--- config.mk ---
export PLATFORM = sky130hd
export DESIGN_NAME = sdram_arb2_flat
export DESIGN_NICKNAME = d
export VERILOG_FILES = /design/src/rtl/sdram_arb2_if.sv /design/src/rtl/sdram_arb2.sv /design/src/flat_wrapper.sv
export SDC_FILE = /design/constraint.sdc
export NUM_CORES = 1
export LEC_CHECK = 0
export BUFFER_PORTS_ARGS = -buffer_cell sky130_fd_sc_hd__buf_4
export CAP_MARGIN = 20
export CORE_ASPECT_RATIO = 1.75
export CORE_MARGIN = 4
export CORE_UTILIZATION = 25
export CTS_BUF_LIST = sky130_fd_sc_hd__clkbuf_16
export DETAILED_ROUTE_END_ITERATION = 7
export PLACE_DENSITY = 0.49
export SYNTH_ARGS = -nofsm -noshare
export SYNTH_HDL_FRONTEND = slang
export SYNTH_SLANG_ARGS = --single-unit
--- constraint.sdc ---
create_clock -name clk -period 1.55 [get_ports clk]
set_input_delay 0.2325 -clock clk [delete_from_list [all_inputs] [get_ports clk]]
set_output_delay 0.2325 -clock clk [all_outputs]
set_load 0.01 [all_outputs]
--- src/rtl/sdram_arb2_if.sv ---
// Single-request SDRAM handshake bundle: addr/r/w/dw toward the target,
// dr/busy back toward the requester. The same bundle is used on both sides
// of the arbiter (requester ports and the controller port).
interface sdram_arb2_if #(
    parameter int ADDR_W = 24,
    parameter int DATA_W = 16
) ();
    logic [ADDR_W-1:0] addr;
    logic              r;
    logic              w;
    logic [DATA_W-1:0] dw;
    logic [DATA_W-1:0] dr;
    logic              busy;

    // Requester side: issues requests, observes busy and read data.
    modport master (output addr, output r, output w, output dw,
                    input  dr,   input  busy);

    // Target side: receives requests, reports busy and read data.
    modport slave  (input  addr, input  r, input  w, input  dw,
                    output dr,   output busy);
endinterface

--- src/rtl/sdram_arb2.sv ---
// Two-port round-robin arbiter in front of one SDRAM controller.
// Each port latches a single one-cycle request into a pending register;
// the FSM grants one pending port at a time, pulses m_r/m_w for one cycle,
// follows m_busy high then low, and returns read data to the granted port.
module sdram_arb2 #(
    parameter int bankBits = 2,
    parameter int rowBits  = 13,
    parameter int colBits  = 9,
    parameter int dataBits = 16
) (
    input  logic         clk,
    input  logic         rstn,
    sdram_arb2_if.slave  p0,
    sdram_arb2_if.slave  p1,
    sdram_arb2_if.master m
);
    localparam int addrBits = bankBits + rowBits + colBits;

    typedef enum logic [1:0] {
        IDLE    = 2'd0,
        ISSUE   = 2'd1,
        WAIT_HI = 2'd2,
        WAIT_LO = 2'd3
    } state_t;

    state_t                state_q, state_d;
    logic [1:0]            pend_q, pend_d;
    logic [1:0]            op_rd_q, op_rd_d;
    logic [addrBits-1:0]   paddr_q [2];
    logic [addrBits-1:0]   paddr_d [2];
    logic [dataBits-1:0]   pdw_q [2];
    logic [dataBits-1:0]   pdw_d [2];
    logic [dataBits-1:0]   dr_q [2];
    logic [dataBits-1:0]   dr_d [2];
    logic                  gnt_q, gnt_d;     // port currently granted
    logic                  prio_q, prio_d;   // port preferred when both pend
    logic [addrBits-1:0]   m_addr_q, m_addr_d;
    logic [dataBits-1:0]   m_dw_q, m_dw_d;
    logic                  m_r_q, m_r_d;
    logic                  m_w_q, m_w_d;

    logic [1:0]            rq_r_s, rq_w_s;
    logic [addrBits-1:0]   rq_addr_s [2];
    logic [dataBits-1:0]   rq_dw_s [2];
    logic                  sel_s;

    // Gather both request ports into indexable form.
    always_comb begin
        rq_r_s       = {p1.r, p0.r};
        rq_w_s       = {p1.w, p0.w};
        rq_addr_s[0] = p0.addr;
        rq_addr_s[1] = p1.addr;
        rq_dw_s[0]   = p0.dw;
        rq_dw_s[1]   = p1.dw;
    end

    // Next-state logic: request capture, grant selection and handshake.
    always_comb begin
        state_d  = state_q;
        pend_d   = pend_q;
        op_rd_d  = op_rd_q;
        paddr_d  = paddr_q;
        pdw_d    = pdw_q;
        dr_d     = dr_q;
        gnt_d    = gnt_q;
        prio_d   = prio_q;
        m_addr_d = m_addr_q;
        m_dw_d   = m_dw_q;
        m_r_d    = 1'b0;
        m_w_d    = 1'b0;
        sel_s    = 1'b0;

        // A port only accepts a pulse while it has nothing pending; read wins
        // when r and w arrive together.
        for (int i = 0; i < 2; i++) begin
            if (!pend_q[i] && (rq_r_s[i] || rq_w_s[i])) begin
                pend_d[i]  = 1'b1;
                op_rd_d[i] = rq_r_s[i];
                paddr_d[i] = rq_addr_s[i];
                pdw_d[i]   = rq_dw_s[i];
            end else begin
                pend_d[i]  = pend_d[i];
            end
        end

        case (state_q)
            IDLE: begin
                if ((pend_q != 2'b00) && !m.busy) begin
                    if (pend_q == 2'b11) begin
                        sel_s = prio_q;
                    end else begin
                        sel_s = pend_q[1];
                    end
                    gnt_d    = sel_s;
                    prio_d   = ~sel_s;
                    m_addr_d = paddr_q[sel_s];
                    m_dw_d   = pdw_q[sel_s];
                    m_r_d    = op_rd_q[sel_s];
                    m_w_d    = ~op_rd_q[sel_s];
                    state_d  = ISSUE;
                end else begin
                    state_d  = IDLE;
                end
            end
            ISSUE: begin
                // The r/w pulse is visible during this state only.
                state_d = WAIT_HI;
            end
            WAIT_HI: begin
                if (m.busy) begin
                    state_d = WAIT_LO;
                end else begin
                    state_d = WAIT_HI;
                end
            end
            WAIT_LO: begin
                if (!m.busy) begin
                    if (op_rd_q[gnt_q]) begin
                        dr_d[gnt_q] = m.dr;
                    end else begin
                        dr_d[gnt_q] = dr_q[gnt_q];
                    end
                    pend_d[gnt_q] = 1'b0;
                    state_d       = IDLE;
                end else begin
                    state_d       = WAIT_LO;
                end
            end
            default: begin
                state_d = IDLE;
            end
        endcase
    end

    // State and output registers; reset abandons any in-flight operation.
    always_ff @(posedge clk or negedge rstn) begin
        if (!rstn) begin
            state_q    <= IDLE;
            pend_q     <= 2'b00;
            op_rd_q    <= 2'b00;
            paddr_q[0] <= {addrBits{1'b0}};
            paddr_q[1] <= {addrBits{1'b0}};
            pdw_q[0]   <= {dataBits{1'b0}};
            pdw_q[1]   <= {dataBits{1'b0}};
            dr_q[0]    <= {dataBits{1'b0}};
            dr_q[1]    <= {dataBits{1'b0}};
            gnt_q      <= 1'b0;
            prio_q     <= 1'b0;
            m_addr_q   <= {addrBits{1'b0}};
            m_dw_q     <= {dataBits{1'b0}};
            m_r_q      <= 1'b0;
            m_w_q      <= 1'b0;
        end else begin
            state_q    <= state_d;
            pend_q     <= pend_d;
            op_rd_q    <= op_rd_d;
            paddr_q    <= paddr_d;
            pdw_q      <= pdw_d;
            dr_q       <= dr_d;
            gnt_q      <= gnt_d;
            prio_q     <= prio_d;
            m_addr_q   <= m_addr_d;
            m_dw_q     <= m_dw_d;
            m_r_q      <= m_r_d;
            m_w_q      <= m_w_d;
        end
    end

    assign p0.busy = pend_q[0];
    assign p1.busy = pend_q[1];
    assign p0.dr   = dr_q[0];
    assign p1.dr   = dr_q[1];
    assign m.addr  = m_addr_q;
    assign m.dw    = m_dw_q;
    assign m.r     = m_r_q;
    assign m.w     = m_w_q;
endmodule

--- src/flat_wrapper.sv ---
// flat-port wrapper written by rule: the top's interface ports become plain ports
module sdram_arb2_flat 
#(
    parameter int bankBits = 2,
    parameter int rowBits  = 13,
    parameter int colBits  = 9,
    parameter int dataBits = 16
)
  (clk, rstn, p0_addr, p0_r, p0_w, p0_dw, p0_dr, p0_busy, p1_addr, p1_r, p1_w, p1_dw, p1_dr, p1_busy, m_addr, m_r, m_w, m_dw, m_dr, m_busy);
  sdram_arb2_if #(.ADDR_W(24), .DATA_W(16)) p0_i ();
  sdram_arb2_if #(.ADDR_W(24), .DATA_W(16)) p1_i ();
  sdram_arb2_if #(.ADDR_W(24), .DATA_W(16)) m_i ();
  input  logic clk;
  input  logic rstn;
  input wire logic [$bits(p0_i.addr)-1:0] p0_addr;
  input wire logic [$bits(p0_i.r)-1:0] p0_r;
  input wire logic [$bits(p0_i.w)-1:0] p0_w;
  input wire logic [$bits(p0_i.dw)-1:0] p0_dw;
  output wire logic [$bits(p0_i.dr)-1:0] p0_dr;
  output wire logic [$bits(p0_i.busy)-1:0] p0_busy;
  input wire logic [$bits(p1_i.addr)-1:0] p1_addr;
  input wire logic [$bits(p1_i.r)-1:0] p1_r;
  input wire logic [$bits(p1_i.w)-1:0] p1_w;
  input wire logic [$bits(p1_i.dw)-1:0] p1_dw;
  output wire logic [$bits(p1_i.dr)-1:0] p1_dr;
  output wire logic [$bits(p1_i.busy)-1:0] p1_busy;
  output wire logic [$bits(m_i.addr)-1:0] m_addr;
  output wire logic [$bits(m_i.r)-1:0] m_r;
  output wire logic [$bits(m_i.w)-1:0] m_w;
  output wire logic [$bits(m_i.dw)-1:0] m_dw;
  input wire logic [$bits(m_i.dr)-1:0] m_dr;
  input wire logic [$bits(m_i.busy)-1:0] m_busy;
  assign p0_i.addr = p0_addr;
  assign p0_i.r = p0_r;
  assign p0_i.w = p0_w;
  assign p0_i.dw = p0_dw;
  assign p0_dr = p0_i.dr;
  assign p0_busy = p0_i.busy;
  assign p1_i.addr = p1_addr;
  assign p1_i.r = p1_r;
  assign p1_i.w = p1_w;
  assign p1_i.dw = p1_dw;
  assign p1_dr = p1_i.dr;
  assign p1_busy = p1_i.busy;
  assign m_addr = m_i.addr;
  assign m_r = m_i.r;
  assign m_w = m_i.w;
  assign m_dw = m_i.dw;
  assign m_i.dr = m_dr;
  assign m_i.busy = m_busy;
  sdram_arb2 #(.bankBits(bankBits), .rowBits(rowBits), .colBits(colBits), .dataBits(dataBits)) u_core (.clk(clk), .rstn(rstn), .p0(p0_i), .p1(p1_i), .m(m_i));
endmodule
# After elaboration in Yosys (flattened, before gate mapping)
# Index checks and enable logic that the tools add are counted.
[totals]
word_cells = 82
regBits = 162
output_inout_bits = 76
input_bits = 103
[op_classes]
n_lt_le_gt_ge = 6
mux = 35
bitwise_logic = 7
n_reduce_logical = 14
eq_ne = 4
[op_table]
columns = ["operator", "n"]
rows = [
  ["$mux W16", 7],
  ["$mux W24", 3],
  ["$bwmux W32", 2],
  ["$mux W32", 1],
  ["$demux W16 S1", 1],
  ["$mux W1", 16],
  ["$pmux W2 S4", 1],
  ["$eq A2 B2 Y1 const B", 3],
  ["$mux W2", 3],
  ["$logic_and A1 B1 Y1", 5],
  ["$ge A2 B2 Y1 const B", 2],
  ["$lt A1 B2 Y1 const B", 2],
  ["$not A1 Y2", 2],
  ["$reduce_and A2 Y1", 2],
  ["$logic_not A1 Y1", 3],
  ["$not A1 Y1", 3],
  ["$and A2 B2 Y2", 1],
  ["$eq A2 B1 Y1 const B", 1],
  ["$logic_not A2 Y1", 1],
  ["$logic_or A1 B1 Y1", 2],
  ["$lt A2 B1 Y1 const B", 1],
  ["$not A2 Y2", 1],
  ["$reduce_bool A2 Y1", 1],
  ["$demux W1 S1", 1],
  ["$ge A1 B1 Y1 const B", 1],
]

# Depth between registers and ports, before layout
[logic_depth]
ltp_word = 9
mapped_depth = 5

# Worst setup path after synthesis
# Ideal clock, no wire load.
[synth_path]
path_kind = "reg-to-reg"
startpoint = "register u_core.pend_q[1]"
endpoint = "register u_core.paddr_q[0] in the netlist's numbering"
synth_period_minus_slack_ns = 1.412
path_stages_with_launch = 5
slack_ns = 0.138
arrival_time_ns = 1.288
path_cell_list = "dfrtp_1 -> inv_1 -> o21ai_1 -> buf_2 -> mux2_2"
[synth_between]
elab_chain_len = 2
[synth_rtl]
columns = ["element", "line_no", "rtl"]
rows = [
  ["start, declared", "sdram_arb2.sv:27", "logic [1:0] pend_q, pend_d;"],
  ["start signal, assigned", "sdram_arb2.sv:155", "pend_q <= pend_d;"],
  ["$logic_not A1 Y1", "sdram_arb2.sv:76", "if (!pend_q[i] && (rq_r_s[i] || rq_w_s[i])) begin"],
  ["$logic_and A1 B1 Y1", "sdram_arb2.sv:76", ""],
  ["end signal, assigned", "sdram_arb2.sv:157", "paddr_q <= paddr_d;"],
  ["end, declared", "sdram_arb2.sv:29", "logic [addrBits-1:0] paddr_q [2];"],
]
# No other way between the ends.
# A chain may end at the register's enable or synchronous reset.

# Final worst setup path
[layout_path]
startpoint = "register u_core.state_q[0]"
endpoint = "register u_core.m_dw_q[6] (netlist: u_core.m.dw[6])"
[layout_between]
elab_chain_len = 2
[layout_rtl]
columns = ["element", "line_no", "rtl"]
rows = [
  ["start, declared", "sdram_arb2.sv:26", "state_t state_q, state_d;"],
  ["start signal, assigned", "sdram_arb2.sv:154", "state_q <= state_d;"],
  ["$logic_not A2 Y1", "sdram_arb2.sv:86", "case (state_q)"],
  ["$reduce_and A2 Y1 (no source line)", "-", ""],
  ["end signal, assigned", "sdram_arb2.sv:150", "m_dw_q <= {dataBits{1'b0}};"],
  ["end signal, assigned", "sdram_arb2.sv:163", "m_dw_q <= m_dw_d;"],
  ["end, declared", "sdram_arb2.sv:38", "logic [dataBits-1:0] m_dw_q, m_dw_d;"],
]
# No other way between the ends.

==> qor_table.md <==
| Parameter | Reported | Unit |
|---|---|---|
| Status | finished clean | - |
| Clock skew after layout | 6.77 | ps |
| Required time worst endpoint | 1860 | ps |
| Startpoint of the worst register-to-register path | u_core.state_q[0]$_DFF_PN0_ | - |
| Cells after DPL | 903 | - |
| Routed wire length | 18900 | um |
| Critical path endpoint category | register | - |
| Count of antenna-violating nets left after detailed routing | 0 | - |
| Die ar. | 28500 | um2 |
| Critical-path cell with the highest stage delay | sky130_fd_sc_hd__dfrtp_2 | - |
| Placer's final routability congestion estimate | 0.744 | - |
| Number of hold-slack violations in the final timing report | 0 | - |
| Endpoint of the worst setup timing path | u_core.m.dw[6]$_DFFE_PN0P_ | - |
| Critical Path, Cell by Cell | nor3_4 > buf_4 > buf_4 > a21boi_0 > a221o_1 | - |
| Maximum buffer depth of the clock tree | 2 | - |
| Post-Syn Area per Cell | 15.6 | um2 |
| Clk slew on worst S/H paths | 60 | ps |
| Detail Placement HPWL | 13100 | um |
| Endpoint of the worst register-to-register path | u_core.m.dw[6]$_DFFE_PN0P_ | - |
| Worst stage delay on the critical path | 430 | ps |
| Number of CTS-inserted buffers | 17 | - |
| Slew @ Worst Pin | 340 | ps |
| Post-Place Worst Slack | -48.8 | ps |
| Post-Place Cell Area | 8360 | um2 |
| NumNets Final | 731 | - |
| Worst Setup Start Kind | register | - |
| # H-tree levels | 4 | - |
| Class of the worst hold path | input port to register | - |
| First-iteration detailed-routing DRC count | 175 | - |
| CP max FO | 9 | - |
| Final instance area | 9210 | um2 |
| PD cells | 1900 | nW/um2 |
| Post-layout utilization of the core | 0.364 | - |
| Final Total Pwr | 17.5 | mW |
| Post-synthesis sequential area ratio | 0.630 | - |
| Hold_ws | 37.3 | ps |
| Critical path startpoint | u_core.state_q[0]$_DFF_PN0_ | - |
| Clock Latency Late Sink | 430 | ps |
| Overall die height | 220 | um |
| Total overflow reported by the global router | 0 | - |
| Initial cell density of the core | 0.254 | - |
| Synthesized netlist cell count | 412 | - |
| Final WS setup | 36.2 | ps |
| Overall fraction of global-route tracks in use | 0.138 | - |
| Cell family with the largest share of critical-path delay | flip-flops | - |
| Via count of the first global-routing pass | 4935 | - |
| Cell mode on critical path | sky130_fd_sc_hd__buf_4 | - |
| Critical path buffers and inverters | 2 | - |
| Total via count in the routed design | 4362 | - |
| DRC violation count after routing | 0 | - |
| Worst endpoint data arrival time | 1820 | ps |
| Top-Level Pins | 179 | - |
| Rows | 77 | - |
| Final period demand of the worst path | 1510 | ps |
| F_max | 661 | MHz |
| Non-filler instance count after layout | 956 | - |
| Average via count per standard cell | 4.56 | - |
| Post-DR wirelength/cell | 19.7 | um |
| R2R depth | 5 | - |
| Synth cell types | 28 | - |
| Pin count of the biggest net entering global routing | 51 | - |
| Largest voltage drop on the vdd net | 0.846 | mV |
| Clock sink count | 162 | - |
| Number of violations of the max-capacitance limit | 0 | - |
| Worst R2R Setup Slack | 40 | ps |
| Share of layout cells above drive strength 1 | 0.565 | - |
| Total negative slack for setup checks | 0 | ps |
| Portion of the clock cycle consumed by the worst path in the final layout | 0.977 | - |
| Setup violation total in the final timing report | 0 | - |
| Synthesis-to-layout area growth | 43.2 | % |
| Number of antenna violations at the first check in global routing | 0 | - |
| Number of max-slew violations in the final report | 0 | - |
| Library cell used as clock root buffer | sky130_fd_sc_hd__clkbuf_16 | - |
| Setup repair after global routing missed its margin | true | - |
| Total core area | 25300 | um2 |
| Nets in the synthesized netlist | 515 | - |
| Critical path depth in cells | 5 | - |
| Length of the first detailed-routing pass in iterations | 4 | - |
| Synthesis warning total | 0 | - |
| Class of the most critical setup path | register to register | - |
| Rel. slew slack | 0.773 | - |
| Leakage power | 4.33 | nW |
| TritonCTS clock tree | done | - |
| Die width | 129 | um |
| First-pass GRT wire length | 28800 | um |
| Netlist Area Pre-Place | 6440 | um2 |
| Flip-flop and latch count after synthesis | 162 | - |
| Buffers added on ports | 178 | - |
==> worst min path at each step <==
stage,startpoint,endpoint,cells past startpoint
3_5_place_dp,rstn,u_core.paddr_q[25]$_DFFE_PN0P_,1
2_1_floorplan,rstn,u_core.gnt_q$_DFFE_PN0P_,0
3_3_place_gp,rstn,u_core.m.addr[2]$_DFFE_PN0P_,1
5_1_grt,p0_addr[12],u_core.paddr_q[36]$_DFFE_PN0P_,2
4_1_cts,p0_addr[19],u_core.paddr_q[43]$_DFFE_PN0P_,2
6_report,p0_dw[3],u_core.pdw_q[19]$_DFFE_PN0P_,2
==> synth_stat cells <==
| master | n | area share |
|---|---|---|
| sky130_fd_sc_hd__dfrtp_1 | 162 | 0.63 |
| sky130_fd_sc_hd__mux2_2 | 104 | 0.18 |
| sky130_fd_sc_hd__a21boi_0 | 40 | 0.047 |
| sky130_fd_sc_hd__a221o_1 | 40 | 0.062 |
| sky130_fd_sc_hd__buf_2 | 14 | 0.011 |
| sky130_fd_sc_hd__mux2_4 | 10 | 0.023 |
| sky130_fd_sc_hd__clkbuf_1 | 7 | 0.0041 |
| sky130_fd_sc_hd__buf_6 | 5 | 0.0087 |
| sky130_fd_sc_hd__nand2_1 | 4 | 0.0023 |
| sky130_fd_sc_hd__nor2_1 | 3 | 0.0017 |
| sky130_fd_sc_hd__a21o_1 | 2 | 0.0023 |
| sky130_fd_sc_hd__a21oi_1 | 2 | 0.0016 |
| sky130_fd_sc_hd__inv_1 | 2 | 0.0012 |
| sky130_fd_sc_hd__nor3_1 | 2 | 0.0016 |
| sky130_fd_sc_hd__o21ai_1 | 2 | 0.0016 |
| sky130_fd_sc_hd__a31oi_1 | 1 | 0.00097 |
| sky130_fd_sc_hd__and3_1 | 1 | 0.00097 |
| sky130_fd_sc_hd__and3b_1 | 1 | 0.0014 |
| sky130_fd_sc_hd__and3b_4 | 1 | 0.0019 |
| sky130_fd_sc_hd__clkbuf_2 | 1 | 0.00078 |
| sky130_fd_sc_hd__nand3_4 | 1 | 0.0027 |
| sky130_fd_sc_hd__nand4_2 | 1 | 0.0019 |
| sky130_fd_sc_hd__nor2b_1 | 1 | 0.00097 |
| sky130_fd_sc_hd__nor3_4 | 1 | 0.0025 |
| sky130_fd_sc_hd__nor3b_4 | 1 | 0.0029 |
| sky130_fd_sc_hd__o211ai_1 | 1 | 0.0012 |
| sky130_fd_sc_hd__o21ai_0 | 1 | 0.00078 |
| sky130_fd_sc_hd__or2_2 | 1 | 0.00097 |
==> worst register-to-register path, stage by stage, from the launching register on <==
cell and delay, ps:
sky130_fd_sc_hd__dfrtp_2 430, sky130_fd_sc_hd__nor3_4 260, sky130_fd_sc_hd__buf_4 170, sky130_fd_sc_hd__buf_4 160, sky130_fd_sc_hd__a21boi_0 110, sky130_fd_sc_hd__a221o_1 270
==> cells in the final DEF (no fill, tap or decap), types with 3 or more instances in the layout <==
master / synthesis / final
sky130_fd_sc_hd__mux2_4: 10 / 10
sky130_fd_sc_hd__mux2_2: 104 / 104
sky130_fd_sc_hd__nor2_1: 3 / 3
sky130_fd_sc_hd__a21boi_0: 40 / 40
sky130_fd_sc_hd__clkinv_1: 0 / 3
sky130_fd_sc_hd__clkbuf_16: 0 / 17
sky130_fd_sc_hd__buf_12: 0 / 13
sky130_fd_sc_hd__nand2_1: 4 / 4
sky130_fd_sc_hd__dfrtp_1: 162 / 161
sky130_fd_sc_hd__bufinv_16: 0 / 4
sky130_fd_sc_hd__dlygate4sd3_1: 0 / 14
sky130_fd_sc_hd__buf_6: 5 / 4
sky130_fd_sc_hd__a221o_1: 40 / 40
sky130_fd_sc_hd__inv_1: 2 / 3
sky130_fd_sc_hd__buf_4: 0 / 192
==> cells by family after synthesis <==
family | Yosys count | synth area share
multiplexers | 114 | 0.205
AO/OA/AOI/OAI | 89 | 0.117
buffers and inverters | 29 | 0.0257
flip-flops | 162 | 0.630
AND/OR/NAND/NOR | 18 | 0.0220
==> per-layer routing <==
layer / vias up / GRT usage / routed length [um] / share of wire
li1: 1968 / - / - / -
met1: 2240 / 0.151 / 6960 / 0.37
met2: 129 / 0.247 / 10600 / 0.56
met3: 25 / 0.0314 / 802 / 0.043
met4: 0 / 0.0683 / 535 / 0.028
met5: - / 0 / 0 / 0
==> what timing repair did <==
action / 4_1_cts / 5_1_grt
endpoints found under the hold margin: 149 / 0
hold buffers: 14 / 0
setup endpoints to repair: 40 / 56
gates resized for setup: 7 / 3
setup buffers: 8 / 1
cloned: 2 / 0
pin swaps: 6 / 3
==> area by class of cell <==
| cell class | count | area, um2 |
|---|---|---|
| multi-input combinational | 221 | 2240 |
| inverter | 2 | 7.51 |
| antenna | 1 | 2.50 |
| fill | 2471 | 16100 |
| timing repair buffer | 224 | 1910 |
| clock inverter | 13 | 170 |
| sequential | 162 | 4060 |
| tap | 316 | 395 |
| clock buffer | 17 | 425 |
==> registers in the layout, summed over array words and instances (netlist names) <==
signal,cells
u_core.gnt_q,1
u_core.state_q,2
u_core.m.r,1
u_core.m.dw,16
u_core.op_rd_q,2
u_core.p0.dr,16
u_core.m.addr,24
u_core.pdw_q,32
u_core.m.w,1
u_core.pend_q,2
u_core.prio_q,1
u_core.p1.dr,16
u_core.paddr_q,48
==> power by group <==
group	switching, mW	leakage, nW	total (mW)	internal [mW]
Sequential	1.18	1.98	7.42	6.24
Clock	1.66	0.292	4.30	2.65
Combinational	2.27	2.05	5.81	3.54
Total	5.10	4.33	17.5	12.4
Power figures use the tool's default switching activity.
